**src/rtl/pwm_multi.sv**
```systemverilog
// Multi-channel PWM generator with a shared period counter, edge/centre-aligned
// counting, per-channel polarity and shadow period/duty registers applied at boundaries.
module pwm_multi #(
    parameter int NCH   = 4,
    parameter int WIDTH = 16
) (
    input  logic                 chosen_clk,
    input  logic                 rst_n,
    input  logic                 tick,
    input  logic                 pwm_en,
    input  logic                 center_mode,
    input  logic [WIDTH-1:0]     period_reg,
    input  logic [NCH*WIDTH-1:0] DC_reg,
    input  logic [NCH-1:0]       pol,
    input  logic                 load,
    output logic [WIDTH-1:0]     counter,
    output logic [NCH-1:0]       pwm,
    output logic                 period_end,
    output logic                 load_ack
);

    localparam logic [WIDTH-1:0] ONE = {{(WIDTH-1){1'b0}}, 1'b1};

    typedef enum logic [1:0] {
        IDLE     = 2'd0,
        RUN_UP   = 2'd1,
        RUN_DOWN = 2'd2
    } state_t;

    state_t               state, state_nxt;
    logic [WIDTH-1:0]     cnt_nxt;
    logic                 boundary;
    logic                 copy_live;
    logic                 apply;

    logic [WIDTH-1:0]     per_act, per_nxt;
    logic [NCH*WIDTH-1:0] dc_act, dc_nxt;
    logic [NCH-1:0]       pol_act, pol_nxt;
    logic                 center_act, center_nxt;
    logic                 pending, pending_nxt;
    logic [NCH-1:0]       pwm_nxt;

    always_ff @(posedge chosen_clk or negedge rst_n) begin
        if (!rst_n) begin
            state <= IDLE;
        end else begin
            state <= state_nxt;
        end
    end

    // Next state and next count; counting only moves on tick edges while running.
    always_comb begin
        state_nxt = state;
        cnt_nxt   = counter;
        boundary  = 1'b0;
        if (!pwm_en) begin
            state_nxt = IDLE;
            cnt_nxt   = '0;
        end else if (state == IDLE) begin
            state_nxt = RUN_UP;
            cnt_nxt   = '0;
        end else if (tick) begin
            if (per_act == '0) begin
                state_nxt = RUN_UP;
                cnt_nxt   = '0;
            end else if (!center_act) begin
                state_nxt = RUN_UP;
                if (counter >= per_act - ONE) begin
                    cnt_nxt  = '0;
                    boundary = 1'b1;
                end else begin
                    cnt_nxt = counter + ONE;
                end
            end else if (state == RUN_UP) begin
                if (counter >= per_act - ONE) begin
                    state_nxt = RUN_DOWN;
                end else begin
                    cnt_nxt = counter + ONE;
                end
            end else begin
                if (counter == '0) begin
                    state_nxt = RUN_UP;
                    boundary  = 1'b1;
                end else begin
                    cnt_nxt = counter - ONE;
                end
            end
        end
    end

    // Shadow transfer and output compare, evaluated on next-state values so that
    // pwm moves on the same edge as the counter.
    always_comb begin
        copy_live   = (state == IDLE) || !pwm_en;
        apply       = !copy_live && tick && (pending || load) &&
                      (boundary || (per_act == '0));
        per_nxt     = per_act;
        dc_nxt      = dc_act;
        pol_nxt     = pol_act;
        center_nxt  = center_act;
        pending_nxt = pending | load;
        if (copy_live || apply) begin
            per_nxt     = period_reg;
            dc_nxt      = DC_reg;
            pol_nxt     = pol;
            center_nxt  = center_mode;
            pending_nxt = 1'b0;
        end
        for (int i = 0; i < NCH; i++) begin
            pwm_nxt[i] = pol_nxt[i] ^ (cnt_nxt < dc_nxt[i*WIDTH +: WIDTH]);
        end
        if ((state_nxt == IDLE) || (per_nxt == '0)) begin
            pwm_nxt = pol_nxt;
        end
    end

    always_ff @(posedge chosen_clk or negedge rst_n) begin
        if (!rst_n) begin
            counter    <= '0;
            pwm        <= '0;
            period_end <= 1'b0;
            load_ack   <= 1'b0;
            per_act    <= '0;
            dc_act     <= '0;
            pol_act    <= '0;
            center_act <= 1'b0;
            pending    <= 1'b0;
        end else begin
            counter    <= cnt_nxt;
            pwm        <= pwm_nxt;
            period_end <= boundary;
            load_ack   <= apply;
            per_act    <= per_nxt;
            dc_act     <= dc_nxt;
            pol_act    <= pol_nxt;
            center_act <= center_nxt;
            pending    <= pending_nxt;
        end
    end

endmodule

```
**config.mk**
```make
export PLATFORM = sky130hd
export DESIGN_NAME = pwm_multi
export DESIGN_NICKNAME = d
export VERILOG_FILES = /design/src/rtl/pwm_multi.sv
export SDC_FILE = /design/constraint.sdc
export NUM_CORES = 1
export LEC_CHECK = 0
export ABC_AREA = 1
export BUFFER_PORTS_ARGS = -buffer_cell sky130_fd_sc_hd__clkbuf_2
export CORE_ASPECT_RATIO = 1.2
export CORE_MARGIN = 4
export CORE_UTILIZATION = 50
export DETAILED_ROUTE_END_ITERATION = 8
export GPL_TIMING_DRIVEN = 1
export HOLD_SLACK_MARGIN = 0.15
export PLACE_DENSITY = 0.71
export SYNTH_ARGS = -nofsm -noshare
export SYNTH_HDL_FRONTEND = slang
export SYNTH_SLANG_ARGS = --single-unit
```
**constraint.sdc**
```tcl
create_clock -name chosen_clk -period 8.4 [get_ports chosen_clk]
set_input_delay 1.68 -clock chosen_clk [delete_from_list [all_inputs] [get_ports chosen_clk]]
set_output_delay 1.68 -clock chosen_clk [all_outputs]
set_load 0.01 [all_outputs]
```
# --- After elaboration in Yosys (flattened, before gate mapping) ---
# Cells that the tools add are included.
totals:
  ramBits: 0
  memories: 0
  input_bits: 90
  romBits: 0
  register_bits: 110
  out_inout_bits: 22
  latchBits: 0
op_classes:
  addsub: 3
  muxes: 30
  n_shift: 0
  div_mod_pow: 0
  reduce_logical: 15
  n_bitwise: 5
  eq_ne: 1
  n_lt_le_gt_ge: 5
  n_mul: 0
op_table:
  columns: ["cell", "n"]
  rows:
  - ["two-way mux 16 bit", 10]
  - ["< comparator 16 bit", 4]
  - ["two-way mux 64 bit", 1]
  - ["logical NOT 16 bit", 3]
  - ["subtractor 16 x 1 -> 16 bit, second input constant", 2]
  - ["adder 16 x 1 -> 16 bit, second input constant", 1]
  - [">= comparator 16 bit", 1]
  - ["two-way mux 2 bit", 8]
  - ["two-way mux 1 bit", 9]
  - ["two-way mux 4 bit", 2]
  - ["logical OR 1 bit", 5]
  - ["logical NOT 2 bit", 2]
  - ["XOR 1 bit", 4]
  - ["logical AND 1 bit", 3]
  - ["== test 2 x 1 -> 1 bit, second input constant", 1]
  - ["logical NOT 1 bit", 2]
  - ["bitwise OR 1 bit", 1]

# --- Logic depth before layout (Yosys ltp) ---
depth:
  ltp_word: 15
  mapped_depth: 34
  mapped_depth_nobuf: 31

# --- Worst setup path after synthesis ---
# OpenSTA, ideal clock, no wires.
synth_timing:
  path_type: "flip-flop to flip-flop"
  startpoint: "register per_act[2]"
  endpoint: "register pwm[0]"
  required_ns: 8.283
  path_slack_ns: 3.742
  path_stages_with_launch: 31
  t_arrival_ns: 4.542
  setup_ns: 0.117
  path_cell_list: "dfrtp_1 nor2_1 nand2_1 nor3_1 nand2_1 nor3_1 nand2_1 nor3_1 xor2_1 inv_1 ha_1 a21oi_1 o21ai_0 nor2_1 nand2_1 nor2_1 inv_1 nand2_1 inv_1 nor3_1 nor3_1 a211oi_1 ha_1 nand2_1 nor2_1 a211oi_1 o221ai_1 nor2_2 nand2_1 nand2_1 nand2_1"
synth_lines:
  columns: ["item", "line", "source"]
  rows:
  - ["start: declaration", "36", "logic [WIDTH-1:0] per_act, per_nxt;"]
  - ["start signal: assignment", "133", "per_act <= per_nxt;"]
  - ["subtractor 16 x 1 -> 16 bit", "68, 75", null]
  - [">= comparator 16 bit", "68, 75", null]
  - ["two-way mux 16 bit", "75", "if (counter >= per_act - ONE) begin"]
  - ["two-way mux 16 bit", "74", "end else if (state == RUN_UP) begin"]
  - ["two-way mux 16 bit", "66", "end else if (!center_act) begin"]
  - ["two-way mux 16 bit *", "63", "if (per_act == '0) begin"]
  - ["two-way mux 16 bit *", "62", "end else if (tick) begin"]
  - ["two-way mux 16 bit *", "59", "end else if (state == IDLE) begin"]
  - ["two-way mux 16 bit *", "56", "if (!pwm_en) begin"]
  - ["via cnt_nxt[10]", "31", "logic [WIDTH-1:0] cnt_nxt;"]
  - ["< comparator 16 bit *", "110", "pwm_nxt[i] = pol_nxt[i] ^ (cnt_nxt < dc_nxt[i*WIDTH +: WIDTH]);"]
  - ["XOR 1 bit *", "110", null]
  - ["two-way mux 4 bit *", "112", "if ((state_nxt == IDLE) || (per_nxt == '0)) begin"]
  - ["via pwm_nxt[0]", "41", "logic [NCH-1:0] pwm_nxt;"]
  - ["end signal: assignment", "130", "pwm <= pwm_nxt;"]
  - ["end: declaration", "17", "output logic [NCH-1:0] pwm,"]
# The timed path passes the listed nets; every way through them passes the cells marked *.
# A chain may end at the register's enable or synchronous reset.

# --- Final worst setup path ---
layout_timing:
  startpoint: "input pwm_en"
  endpoint: "register pwm[0]"
layout_between:
  elab_chain_len: 11
layout_rtl:
  columns: ["item", "line", "source"]
  rows:
  - ["start: declaration", "10", "input logic pwm_en,"]
  - ["logical NOT 1 bit", "94", "copy_live = (state == IDLE) || !pwm_en;"]
  - ["logical OR 1 bit", "94", null]
  - ["logical NOT 1 bit", "95", "apply = !copy_live && tick && (pending || load) &&"]
  - ["logical AND 1 bit (3 in series)", "95", null]
  - ["logical OR 1 bit", "102", "if (copy_live || apply) begin"]
  - ["two-way mux 64 bit / two-way mux 16 bit (equally long branches)", "102", null]
  - ["< comparator 16 bit / logical NOT 16 bit (equally long branches)", "110, 112", null]
  - ["XOR 1 bit / logical OR 1 bit (equally long branches)", "110, 112", null]
  - ["two-way mux 4 bit *", "112", null]
  - ["via pwm_nxt[0]", "41", null]
# Marked as above.

==> summary.md <==
| Metric | Value |
|---|---|
| Worst R2R End | pwm[0] |
| Max-Cap Viols | 0 |
| # diodes | 0 |
| Worst Max-Slew Pin Slew | 1069 ps |
| Psw | 497.3 uW |
| Row count | 49 |
| Drt total wl | 19540 um |
| Die area | 17470 um^2 |
| Number of buffers added for setup after CTS | 0 |
| Worst-path maximum fanout | 114 |
| #FFs+latches synth | 110 |
| Most frequent cells in the layout | nand2_1, inv_1, dfrtp_1, clkbuf_2, o21ai_0 |
| Comb power frac | 26.7% |
| Top cells by area, synth | dfrtp_1, ha_1, nand2_1, inv_1, o21ai_0 |
| Clk root buf | clkbuf_16 |
| HP Class | reg2reg |
| Vias per cell | 5.074 |
| Maximum clock frequency | 165.9 MHz |
| Chip width | 121.3 um |
| Pwr Total | 1470 uW |
| CP Data Arrival Time | 6290 ps |
| Clock slew at reported path FFs | 70 ps |
| Total Neg Setup Slack | 0 ps |
| Initial drt markers | 449 |
| Clk buf depth | 2 |
| Metal1 wirelength | 8853 um |
| Final Slew Violations | 0 |
| Grt ovf | 0 |
| Final Hold Viols | 0 |
| WL/cell | 14.41 um |
| First-pass GRT wire length | 32350 um |
| Synth warnings | 0 |
| Top Metal Used | met4 |
| CP peak stage delay | 870 ps |
| Hold buffer count at CTS | 0 |
| Flop pwr share | 42.0% |
| CP startpoint kind | input pin |
| Sw frac | 33.83% |
| WP data required | 8660 ps |
| Total CTS buffers | 9 |
| 1st-pass router iterations | 6 |
| Post-Syn Instances | 1051 |
| Post-synth net total | 1221 |
| Setup ws final | 2372 ps |
| Avg Inst Size Synth | 7.331 um^2 |
| Hold Path Cell Cnt | 2 |
| Crit end category | register |
| Initial core utilization | 51.09% |
| Crit-path slowest cell | nand2_4 |
| Final setup viols | 0 |
| Sequential share of the synthesized area | 35.73% |
| Post_cts resized | 0 |
| # port buffers | 111 |
| Worst-skew pair later-pin latency | 360 ps |
| R2r worst-path depth | 29 |
| # nets final | 1317 |
| Vias in the first global route | 6658 |
| Most common cell after layout, fill and taps aside | nand2_1 |
| Top delay family on crit path | simple AND/OR/NAND/NOR gates |
| Ports | 112 |
| DP Worst Slack | 1959 ps |
| Post-synthesis xor/xnor area fraction | 2.160% |
| Simple-Gate Fraction of Synth Area | 23.06% |
| Static Leak | 0.004941 uW |
| Worst R2R Setup Slack | 2380 ps |
| Peak supply drop | 125.1 uV |
| Destination of the worst hold path | dc_act[21] |
| Vias | 6881 |
| Largest net degree at the start of global routing | 115 |
| Slew HR | 28.31% |
| H-tree levels | 3 |
| PwrDens | 169.1 nW/um^2 |
| Largest family of logic cells by synthesized area | simple AND/OR/NAND/NOR gates |
| Met2 Wirelength | 9277 um |
| Outcome | finished, final reports clean |
| HPWL Detailed | 14640 um |
| Max Clock Skew | 7.322 ps |
| Initial antenna violation count | 0 |
| Reg2reg start | per_act[2] |
| Fraction of the mapped netlist area in adder cells | 12.99% |
| Clock power frac | 31.2% |
| Area grow syn2layout | 12.81% |
| Compound-Gate Fraction of Synth Area | 13.74% |
| WL met3 | 949 um |
| Hold Path Origin | dc_act[21] |
| # DRC | 0 |
| Buf/Inv on CP | 4 |
| Critical Path Most Common Cell | nand2_1 |
| Crit path time final | 6028 ps |
| WS Path Type | in2reg |
| Cell Int Power | 972.6 uW |
| Fin crit share | 71.77% |
| Core Area | 15080 um^2 |
| Share of the synthesized area in the top cell type | 35.73% |
| Cells along the critical path | clkbuf_2 -> inv_1 -> nor2_4 -> inv_2 -> nor2_1 -> nand2_1 -> nor2_1 -> nand2_1 -> nand2_1 -> nand2_2 -> nand2_4 -> buf_4 -> nand2_1 -> o21ai_0 -> ha_1 -> a21oi_1 -> nor2_1 -> a211oi_1 -> o221ai_1 -> nor2_2 -> nand2_1 -> nand2_1 -> nand2_1 |
| Hold_ws | 528.2 ps |
| Die Ht | 144.0 um |
| Layout cells sized above 1 | 13.98% |
| Clk sinks | 110 |
| CTS tree | done |
| RSZ-0062 raised after global routing | false |
| Global placement routability congestion | 0.9382 |
| Tot GR Track Use | 23.22% |
| Yosys cell types | 39 |
| Post-synthesis mux area share | 0% |
| Area leader, netlist | dfrtp_1 |
| Synthesized area | 7705 um^2 |
| DRT antenna net count | 0 |
-- metal layers --
metal | vias up | GRT usage [%]
li1 | 3564 | -
met1 | 3096 | 31.12
met2 | 184 | 38.98
met3 | 37 | 3.052
met4 | 0 | 7.906
met5 | - | 0
-- cell usage after synthesis (all sizes together) --
library cell	instances
a211oi	15
a21oi	42
a221o	1
a221oi	4
a31oi	7
and2	5
buf	16
clkbuf	12
dfrtp	110
ha	80
inv	213
nand2	245
nand3	45
nand4	12
nor2	77
nor3	21
nor3b	1
nor4	3
o2111ai	2
o211ai	7
o21a	2
o21ai	102
o221ai	2
o22ai	3
o31ai	2
or2	3
xnor2	8
xor2	11
-- power by group through the flow --
| stage | Combinational, uW | Clock [uW] | Sequential [uW] |
|---|---|---|---|
| 6_report | 393 | 459 | 618 |
| 4_1_cts | 395 | 466 | 617 |
| 3_3_place_gp | 386 | 0 | 626 |
| 3_5_place_dp | 392 | 0 | 627 |
| 2_1_floorplan | 280 | 0 | 618 |
| 5_1_grt | 456 | 485 | 624 |
-- worst max-delay path by stage --
stage / endpoint / cells past startpoint / slack (ps) / from
CTS: pwm[0] / 23 / 2340 / pwm_en
detailed placement: pwm[0] / 23 / 1960 / pwm_en
global route: pwm[0] / 30 / 1760 / per_act[2]
finish: pwm[0] / 23 / 2370 / pwm_en
floorplan: pwm[0] / 30 / 3740 / per_act[2]
global placement: pwm[0] / 22 / 2010 / pwm_en
-- registers in the layout (all words and copies together) (netlist names) --
register and count:
center_act 1, pwm 4, load_ack 1, period_end 1, state 2, pending 1
counter 16, dc_act 64, pol_act 4, per_act 16
-- logic make-up after synthesis --
logic type                 after synthesis
AOI/OAI and AO/OA                      189
xor gates and xnor gates                19
adders and majority gates               80
buffers and inverters                  241
DFF                                    110
and+or+nand+nor                        412
-- worst min-delay path, stage by stage, from the launching register on --
cell	delay, ps
dfrtp_1	320
o21ai_0	110
inv_1	70
-- stage by stage --
step	utilization (%)	area, um^2	instances
after CTS	57.63	8692	1356
after global placement	55.58	8383	1340
after detailed placement	55.58	8383	1340
after floorplan	-	7705	1051
final	57.63	8692	1356
after global routing	57.63	8692	1356
-- cell type report --
| type | instances | area, um^2 |
|---|---|---|
| clock buffers | 12 | 256.5 |
| clock inverters | 4 | 52.55 |
| fillers | 1486 | 6390 |
| inverters | 213 | 799.5 |
| multi-input cells | 700 | 4003 |
| flip-flops and latches | 110 | 2753 |
| well taps | 204 | 255.2 |
| repair buffers | 113 | 573.1 |
(Power assumes the default switching activity.)
